[config.mk]
export PLATFORM = sky130hd
export DESIGN_NAME = load_store_buffer
export DESIGN_NICKNAME = d
export VERILOG_FILES = /design/src/rtl/load_store_buffer.sv
export SDC_FILE = /design/constraint.sdc
export NUM_CORES = 1
export LEC_CHECK = 0
export ABC_CLOCK_PERIOD_IN_PS = 21600
export CORE_UTILIZATION = 50
export CTS_CLUSTER_SIZE = 40
export DETAILED_ROUTE_END_ITERATION = 10
export PLACE_DENSITY = 0.69
export RECOVER_POWER = 25
export SLEW_MARGIN = 20
export SYNTH_ARGS = -nofsm -noshare
export SYNTH_HDL_FRONTEND = slang
export SYNTH_SLANG_ARGS = --single-unit
[constraint.sdc]
create_clock -name clk -period 21.6 [get_ports clk]
set_input_delay 6.48 -clock clk [delete_from_list [all_inputs] [get_ports clk]]
set_output_delay 6.48 -clock clk [all_outputs]
set_load 0.05 [all_outputs]
[src/rtl/load_store_buffer.sv]
// rtl/load_store_buffer.sv - in-order load/store queue between the ROB and the memory controller
//
// Purpose:
//   Holds one entry per LOAD/STORE in program order. Entries are allocated at ROB issue
//   time, receive their operands later, and leave from the head once the memory
//   transaction for them completes. Loads run as soon as they reach the head with
//   operands (IO loads additionally wait until they are the oldest ROB entry); stores
//   run only after the ROB has committed them.
//
// Ports:
//   clk, rst_n               clock, asynchronous active-low reset
//   rdy                      global stall (0 = hold all state)
//   new_ls_ins_*             allocation request from the ROB
//   rob_head                 ROB head, used to order IO loads
//   ls_info_*                operand delivery for one queued entry
//   commit_*                 ROB commit broadcast
//   rob_flush                misprediction flush
//   lsb_full                 back-pressure to the ROB
//   mem_*                    registered request to / response from the memory controller
//   load_finish*, ld_data    load completion report to the ROB
//   store_finish*            store-operands-ready report to the ROB
module load_store_buffer #(
  parameter int          LSB_SIZE = 8,
  parameter logic [31:0] IO_BASE  = 32'h30000
) (
  input  logic        clk,
  input  logic        rst_n,
  input  logic        rdy,
  input  logic        new_ls_ins_flag,
  input  logic [3:0]  new_ls_ins_rnm,
  input  logic [3:0]  rob_head,
  input  logic        ls_info_flag,
  input  logic [3:0]  ls_info_rnm,
  input  logic        ls_info_is_store,
  input  logic [2:0]  ls_info_funct3,
  input  logic [31:0] ls_info_addr,
  input  logic [31:0] ls_info_data,
  input  logic        commit_flag,
  input  logic [3:0]  commit_rename,
  input  logic        commit_is_store,
  input  logic        rob_flush,
  output logic        lsb_full,
  output logic        mem_req,
  output logic        mem_wr,
  output logic [31:0] mem_addr,
  output logic [31:0] mem_wdata,
  output logic [1:0]  mem_len,
  input  logic        mem_done,
  input  logic [31:0] mem_rdata,
  output logic        load_finish,
  output logic [3:0]  load_finish_rename,
  output logic [31:0] ld_data,
  output logic        store_finish,
  output logic [3:0]  store_finish_rename
);

  localparam int LSB_AW = $clog2(LSB_SIZE);

  typedef logic [LSB_AW-1:0] idx_t;
  typedef logic [LSB_AW:0]   cnt_t;

  // S_LOAD_DROP: a flushed load whose memory transaction is still outstanding;
  // the request stays up until the controller answers, then the data is discarded.
  typedef enum logic [1:0] {
    S_IDLE,
    S_LOAD_WAIT,
    S_STORE_WAIT,
    S_LOAD_DROP
  } state_e;

  // Queue storage
  logic [LSB_SIZE-1:0] valid_q, valid_d;
  logic [LSB_SIZE-1:0] ready_q, ready_d;
  logic [LSB_SIZE-1:0] is_store_q, is_store_d;
  logic [LSB_SIZE-1:0] finished_q, finished_d;
  logic [LSB_SIZE-1:0] committed_q, committed_d;
  logic [3:0]          rnm_q    [LSB_SIZE];
  logic [3:0]          rnm_d    [LSB_SIZE];
  logic [2:0]          funct3_q [LSB_SIZE];
  logic [2:0]          funct3_d [LSB_SIZE];
  logic [31:0]         addr_q   [LSB_SIZE];
  logic [31:0]         addr_d   [LSB_SIZE];
  logic [31:0]         data_q   [LSB_SIZE];
  logic [31:0]         data_d   [LSB_SIZE];

  idx_t   head_q, head_d;
  idx_t   tail_q, tail_d;
  cnt_t   count_q, count_d;
  state_e state_q, state_d;

  // Registered outputs
  logic        mem_req_q, mem_req_d;
  logic        mem_wr_q, mem_wr_d;
  logic [31:0] mem_addr_q, mem_addr_d;
  logic [31:0] mem_wdata_q, mem_wdata_d;
  logic [1:0]  mem_len_q, mem_len_d;
  logic        load_finish_q, load_finish_d;
  logic [3:0]  load_finish_rename_q, load_finish_rename_d;
  logic [31:0] ld_data_q, ld_data_d;
  logic        store_finish_q, store_finish_d;
  logic [3:0]  store_finish_rename_q, store_finish_rename_d;

  logic        alloc;
  logic        pop;
  logic        sf_found;
  logic        run;
  cnt_t        ncommit;
  idx_t        idx;
  logic [31:0] ext_data;

  // Load result extension for the head entry
  always_comb begin
    ext_data = mem_rdata;
    case (funct3_q[head_q])
      3'b000:  ext_data = {{24{mem_rdata[7]}}, mem_rdata[7:0]};
      3'b001:  ext_data = {{16{mem_rdata[15]}}, mem_rdata[15:0]};
      3'b100:  ext_data = {24'b0, mem_rdata[7:0]};
      3'b101:  ext_data = {16'b0, mem_rdata[15:0]};
      default: ext_data = mem_rdata;
    endcase
  end

  always_comb begin
    valid_d     = valid_q;
    ready_d     = ready_q;
    is_store_d  = is_store_q;
    finished_d  = finished_q;
    committed_d = committed_q;
    rnm_d       = rnm_q;
    funct3_d    = funct3_q;
    addr_d      = addr_q;
    data_d      = data_q;
    head_d      = head_q;
    tail_d      = tail_q;
    count_d     = count_q;
    state_d     = state_q;

    mem_req_d             = mem_req_q;
    mem_wr_d              = mem_wr_q;
    mem_addr_d            = mem_addr_q;
    mem_wdata_d           = mem_wdata_q;
    mem_len_d             = mem_len_q;
    ld_data_d             = ld_data_q;
    load_finish_d         = 1'b0;
    load_finish_rename_d  = load_finish_rename_q;
    store_finish_d        = 1'b0;
    store_finish_rename_d = store_finish_rename_q;

    alloc    = new_ls_ins_flag && !rob_flush;
    pop      = 1'b0;
    sf_found = 1'b0;
    run      = 1'b1;
    ncommit  = '0;
    idx      = '0;

    // Memory sequencing on the head entry
    case (state_q)
      S_IDLE: begin
        if (valid_q[head_q] && ready_q[head_q]) begin
          if (!is_store_q[head_q]) begin
            // A load that is about to be flushed is not started.
            if (!rob_flush &&
                ((addr_q[head_q] < IO_BASE) || (rob_head == rnm_q[head_q]))) begin
              mem_req_d   = 1'b1;
              mem_wr_d    = 1'b0;
              mem_addr_d  = addr_q[head_q];
              mem_wdata_d = '0;
              mem_len_d   = funct3_q[head_q][1:0];
              state_d     = S_LOAD_WAIT;
            end
          end else if (committed_q[head_q]) begin
            mem_req_d   = 1'b1;
            mem_wr_d    = 1'b1;
            mem_addr_d  = addr_q[head_q];
            mem_wdata_d = data_q[head_q];
            mem_len_d   = funct3_q[head_q][1:0];
            state_d     = S_STORE_WAIT;
          end
        end
      end
      S_LOAD_WAIT: begin
        if (mem_done) begin
          mem_req_d = 1'b0;
          state_d   = S_IDLE;
          if (!rob_flush) begin
            ld_data_d            = ext_data;
            load_finish_d        = 1'b1;
            load_finish_rename_d = rnm_q[head_q];
            pop                  = 1'b1;
          end
        end else if (rob_flush) begin
          state_d = S_LOAD_DROP;
        end
      end
      S_STORE_WAIT: begin
        if (mem_done) begin
          mem_req_d = 1'b0;
          pop       = 1'b1;
          state_d   = S_IDLE;
        end
      end
      S_LOAD_DROP: begin
        if (mem_done) begin
          mem_req_d = 1'b0;
          state_d   = S_IDLE;
        end
      end
      default: state_d = S_IDLE;
    endcase

    // Oldest ready store not yet reported
    if (!rob_flush) begin
      for (int k = 0; k < LSB_SIZE; k++) begin
        idx = head_q + idx_t'(k);
        if (!sf_found && valid_q[idx] && ready_q[idx] && is_store_q[idx] && !finished_q[idx]) begin
          sf_found              = 1'b1;
          finished_d[idx]       = 1'b1;
          store_finish_d        = 1'b1;
          store_finish_rename_d = rnm_q[idx];
        end
      end
    end

    if (pop) begin
      valid_d[head_q]     = 1'b0;
      ready_d[head_q]     = 1'b0;
      finished_d[head_q]  = 1'b0;
      committed_d[head_q] = 1'b0;
    end

    if (alloc) begin
      valid_d[tail_q]     = 1'b1;
      rnm_d[tail_q]       = new_ls_ins_rnm;
      ready_d[tail_q]     = 1'b0;
      finished_d[tail_q]  = 1'b0;
      committed_d[tail_q] = 1'b0;
    end

    // Operand capture; the tail match lets operands arrive with the allocation itself.
    if (ls_info_flag) begin
      for (int i = 0; i < LSB_SIZE; i++) begin
        if ((valid_q[i] && rnm_q[i] == ls_info_rnm) ||
            (alloc && tail_q == idx_t'(i) && new_ls_ins_rnm == ls_info_rnm)) begin
          ready_d[i]    = 1'b1;
          is_store_d[i] = ls_info_is_store;
          funct3_d[i]   = ls_info_funct3;
          addr_d[i]     = ls_info_addr;
          data_d[i]     = ls_info_data;
        end
      end
    end

    if (commit_flag && commit_is_store) begin
      for (int i = 0; i < LSB_SIZE; i++) begin
        if (valid_q[i] && rnm_q[i] == commit_rename) begin
          committed_d[i] = 1'b1;
        end
      end
    end

    if (rob_flush) begin
      // Committed stores always form a contiguous run starting at the head.
      for (int k = 0; k < LSB_SIZE; k++) begin
        idx = head_q + idx_t'(k);
        if (run && valid_q[idx] && committed_q[idx]) begin
          ncommit = ncommit + cnt_t'(1);
        end else begin
          run = 1'b0;
        end
      end
      for (int k = 0; k < LSB_SIZE; k++) begin
        idx = head_q + idx_t'(k);
        if (cnt_t'(k) >= ncommit) begin
          valid_d[idx]     = 1'b0;
          ready_d[idx]     = 1'b0;
          finished_d[idx]  = 1'b0;
          committed_d[idx] = 1'b0;
        end
      end
      head_d        = head_q + idx_t'(pop);
      tail_d        = head_q + ncommit[LSB_AW-1:0];
      count_d       = ncommit - cnt_t'(pop);
      load_finish_d = 1'b0;
    end else begin
      head_d  = head_q + idx_t'(pop);
      tail_d  = tail_q + idx_t'(alloc);
      count_d = count_q + cnt_t'(alloc) - cnt_t'(pop);
    end
  end

  always_ff @(posedge clk or negedge rst_n) begin
    if (!rst_n) begin
      valid_q     <= '0;
      ready_q     <= '0;
      is_store_q  <= '0;
      finished_q  <= '0;
      committed_q <= '0;
      for (int i = 0; i < LSB_SIZE; i++) begin
        rnm_q[i]    <= '0;
        funct3_q[i] <= '0;
        addr_q[i]   <= '0;
        data_q[i]   <= '0;
      end
      head_q                <= '0;
      tail_q                <= '0;
      count_q               <= '0;
      state_q               <= S_IDLE;
      mem_req_q             <= 1'b0;
      mem_wr_q              <= 1'b0;
      mem_addr_q            <= '0;
      mem_wdata_q           <= '0;
      mem_len_q             <= '0;
      ld_data_q             <= '0;
      load_finish_q         <= 1'b0;
      load_finish_rename_q  <= '0;
      store_finish_q        <= 1'b0;
      store_finish_rename_q <= '0;
    end else if (rdy) begin
      valid_q               <= valid_d;
      ready_q               <= ready_d;
      is_store_q            <= is_store_d;
      finished_q            <= finished_d;
      committed_q           <= committed_d;
      rnm_q                 <= rnm_d;
      funct3_q              <= funct3_d;
      addr_q                <= addr_d;
      data_q                <= data_d;
      head_q                <= head_d;
      tail_q                <= tail_d;
      count_q               <= count_d;
      state_q               <= state_d;
      mem_req_q             <= mem_req_d;
      mem_wr_q              <= mem_wr_d;
      mem_addr_q            <= mem_addr_d;
      mem_wdata_q           <= mem_wdata_d;
      mem_len_q             <= mem_len_d;
      ld_data_q             <= ld_data_d;
      load_finish_q         <= load_finish_d;
      load_finish_rename_q  <= load_finish_rename_d;
      store_finish_q        <= store_finish_d;
      store_finish_rename_q <= store_finish_rename_d;
    end
  end

  assign lsb_full            = (count_q >= cnt_t'(LSB_SIZE - 2));
  assign mem_req             = mem_req_q;
  assign mem_wr              = mem_wr_q;
  assign mem_addr            = mem_addr_q;
  assign mem_wdata           = mem_wdata_q;
  assign mem_len             = mem_len_q;
  assign load_finish         = load_finish_q;
  assign load_finish_rename  = load_finish_rename_q;
  assign ld_data             = ld_data_q;
  assign store_finish        = store_finish_q;
  assign store_finish_rename = store_finish_rename_q;

endmodule
==> impl_metrics.tcl <==
set metrics [dict create \
    outcome "finished, violations left" \
    failed_checks "max-capacitance violations, max-slew violations" \
    rsz0062_at_grt "no" \
    dieArea_sq_um 76080 \
    critical_path.startpoint_type "input pin" \
    cts_resized 0 \
    worst_pin_slew_ns 6.448 \
    core_sq_um 74320 \
    cp.arrival_ns 13.80 \
    hold_buffers 0 \
    multi_input_area_sq_um 18350 \
    grt-busiest-layer "met2" \
    initial_core_util_pct 50.45 \
    avgRoutedWirePerCell_microns 25.74 \
    avgSynthCellArea_sq_um 12.78 \
    postCtsSetupBuffers 0 \
    portBuffers 235 \
    drive_gt1_share_pct 31.34 \
    min_path_type "flip-flop to flip-flop" \
    core.rowCount 100 \
    grt_max_degree 167 \
    synth_top_area_share_pct 48.72 \
    gr-usage-met2_pct 46.66 \
    power_mw 5.440 \
    setup_ws_ns 7.176 \
    dpl.cell_count 3985 \
    worstSetupPathType "input pin to async pin" \
    yosysWarnings 0 \
    ys_seq_elements 730 \
    clock_latency_ns 0.61 \
    hold_violations 0 \
    finClkSkew_ns 0.02366 \
    gr-total-overflow 0 \
    viasPerCell 6.268 \
    h-tree-depth 3 \
    layoutNonFillerInstCount 4130 \
    clockBufferDepth 3 \
    cp_top_family "buffers and inverters" \
    drc 0 \
    static-leakage-power_nw 19.91 \
    drv_slew 252 \
    max-cap-violations 3 \
    synth_most_common_cell "dfrtp_1" \
    cp_slowest_cell "clkbuf_1" \
    worst_ep_required_time_ns 20.98 \
    cp_slowest_stage_delay_ns 4.42 \
    powerDensity_nw_per_um2 125.4 \
    yosys.cell_types.count 96 \
    stdcell_area_sq_um 43400 \
    io_pins 236 \
    relSlewSlack_pct -329.8 \
    clockRootBuffer "clkbuf_16" \
    vias 25890 \
    path_clk_slew_ns 0.06 \
    ff_latch_area_sq_um 18280 \
    syn-cell-area_sq_um 37490 \
    place_area_sq_um 40700 \
    worstPathMaxFanout 113 \
    end_kind "async pin" \
    ant_nets 0 \
    first_iter_violations 1959 \
    fp.dieH_microns 275.8 \
    syn-num-nets 3090 \
    critPathBufInv 2 \
    synth_area_leaders "dfrtp_1 (49%), mux2_2 (18%), mux4_2 (11%)" \
    wl_microns 106300 \
    period_share_pct 66.78 \
    place_congestion 0.9572 \
    grt_pass1_vias 26760 \
    first_pass_iters 6 \
    antenna_found_initial 7 \
    areaGrowthSynthToFinish_pct 15.75 \
    grt_first_pass_wirelength_microns 163100 \
    use_met1_pct 37.49 \
    synth-edff-count 0 \
    crit_chain "clkbuf_1, clkbuf_1" \
    finalSetupTns_ns 0 \
    yosysTopAreaCell "dfrtp_1" \
    timing.fmax_ghz 0.06933 \
    cp_common_cell "clkbuf_1" \
    period_minus_slack_ns 14.42 \
    cts_buffers 78 \
    setup_viol 0 \
    yosysSeqAreaShare_pct 48.72 \
    hold_slack_ns 0.4723 \
    utilization_pct 58.39 \
    die_w_microns 275.8 \
    async_flop_share_pct 100.0 \
    synth_common_cells "dfrtp_1 (730), mux2_2 (586), nand2_1 (293)" \
    ir_drop_uv 107.1 \
    cts_tree "built" \
    synth-main-ff-cell "dfrtp_1" \
    dp_slack_ns 10.49 \
    met3_usage_pct 5.037 \
    grt_usage_pct 28.20 \
    synth_cells 2934 \
    clock_sinks 730 \
    place_hpwl_microns 67970 \
    num-nets-final 3252 \
    fill_cells 5935 \
]
[cells by family after synthesis]
| family | count (synthesis) | synth area share (%) |
|---|---|---|
| AO/OA/AOI/OAI | 416 | 7.719 |
| XOR/XNOR | 90 | 2.183 |
| adder cells (fa/ha/maj) | 31 | 1.075 |
| buffers and inverters | 233 | 2.630 |
| flip-flops | 730 | 48.72 |
| multiplexers | 841 | 30.55 |
| AND/OR/NAND/NOR | 593 | 7.122 |
[cell usage in the layout (no fill, tap or decap), drive strengths merged, types with 37 or more instances in the layout]
| master | netlist | final |
|---|---|---|
| buf | 109 | 42 |
| mux2i | 73 | 73 |
| clkbuf | 88 | 118 |
| dfrtp | 730 | 730 |
| nand2 | 293 | 293 |
| xor2 | 63 | 63 |
| a31oi | 37 | 37 |
| o21ai | 88 | 88 |
| clkdlybuf4s50 | 0 | 234 |
| a21oi | 85 | 85 |
| mux4 | 181 | 181 |
| mux2 | 587 | 587 |
| nor2 | 139 | 139 |
[state kept, by name (all words and copies together) (netlist names), 2 cells and up]
| name | flops |
|---|---|
| addr_q | 256 |
| data_q | 256 |
| ld_data | 32 |
| mem_addr | 32 |
| mem_wdata | 32 |
| rnm_q | 32 |
| funct3_q | 24 |
| committed_q | 8 |
| finished_q | 8 |
| is_store_q | 8 |
| ready_q | 8 |
| valid_q | 8 |
| count_q | 4 |
| load_finish_rename | 4 |
| store_finish_rename | 4 |
| head_q | 3 |
| tail_q | 3 |
| mem_len | 2 |
| state_q | 2 |
[final cells by class]
type	instances	area share [%]
antenna	5	0.02883
clock buffer	115	5.377
clock inverter	25	0.8246
inverter	36	0.3460
multi-input combinational	1971	42.29
sequential	730	42.12
tap	969	2.794
timing repair buffer	279	6.225
[per-layer routing]
layer / wire length, microns / up-vias
met1: 43480 / 13520
met3: 6714 / 235
met5: 34 / -
li1: - / 11250
met2: 52580 / 880
met4: 3506 / 4
[worst paths after layout]
| check | startpoint | to | slack, ns | cells past startpoint |
|---|---|---|---|---|
| max in group clk | rdy | ld_data[30] | 11.04 | 7 |
| min | ld_data[7] | ld_data[7] | 0.47 | 2 |
| max reg2reg | head_q[1] | committed_q[7] | 11.04 | 31 |
| max | rst_n | head_q[1] | 7.18 | 2 |
| min reg2reg | ld_data[7] | ld_data[7] | 0.47 | 2 |
| min in group asynchronous | rst_n | ld_data[26] | 8.28 | 1 |
[report_power, final]
| group | leakage (nW) | switching, mW | internal (mW) | total [mW] |
|---|---|---|---|---|
| combinational | 8.70 | 1.12 | 0.897 | 2.02 |
| clock | 1.33 | 0.554 | 0.845 | 1.40 |
| sequential | 9.87 | 0.301 | 1.72 | 2.02 |
| total | 19.9 | 1.97 | 3.47 | 5.44 |
No activity file was read; power rests on OpenSTA's default activity.
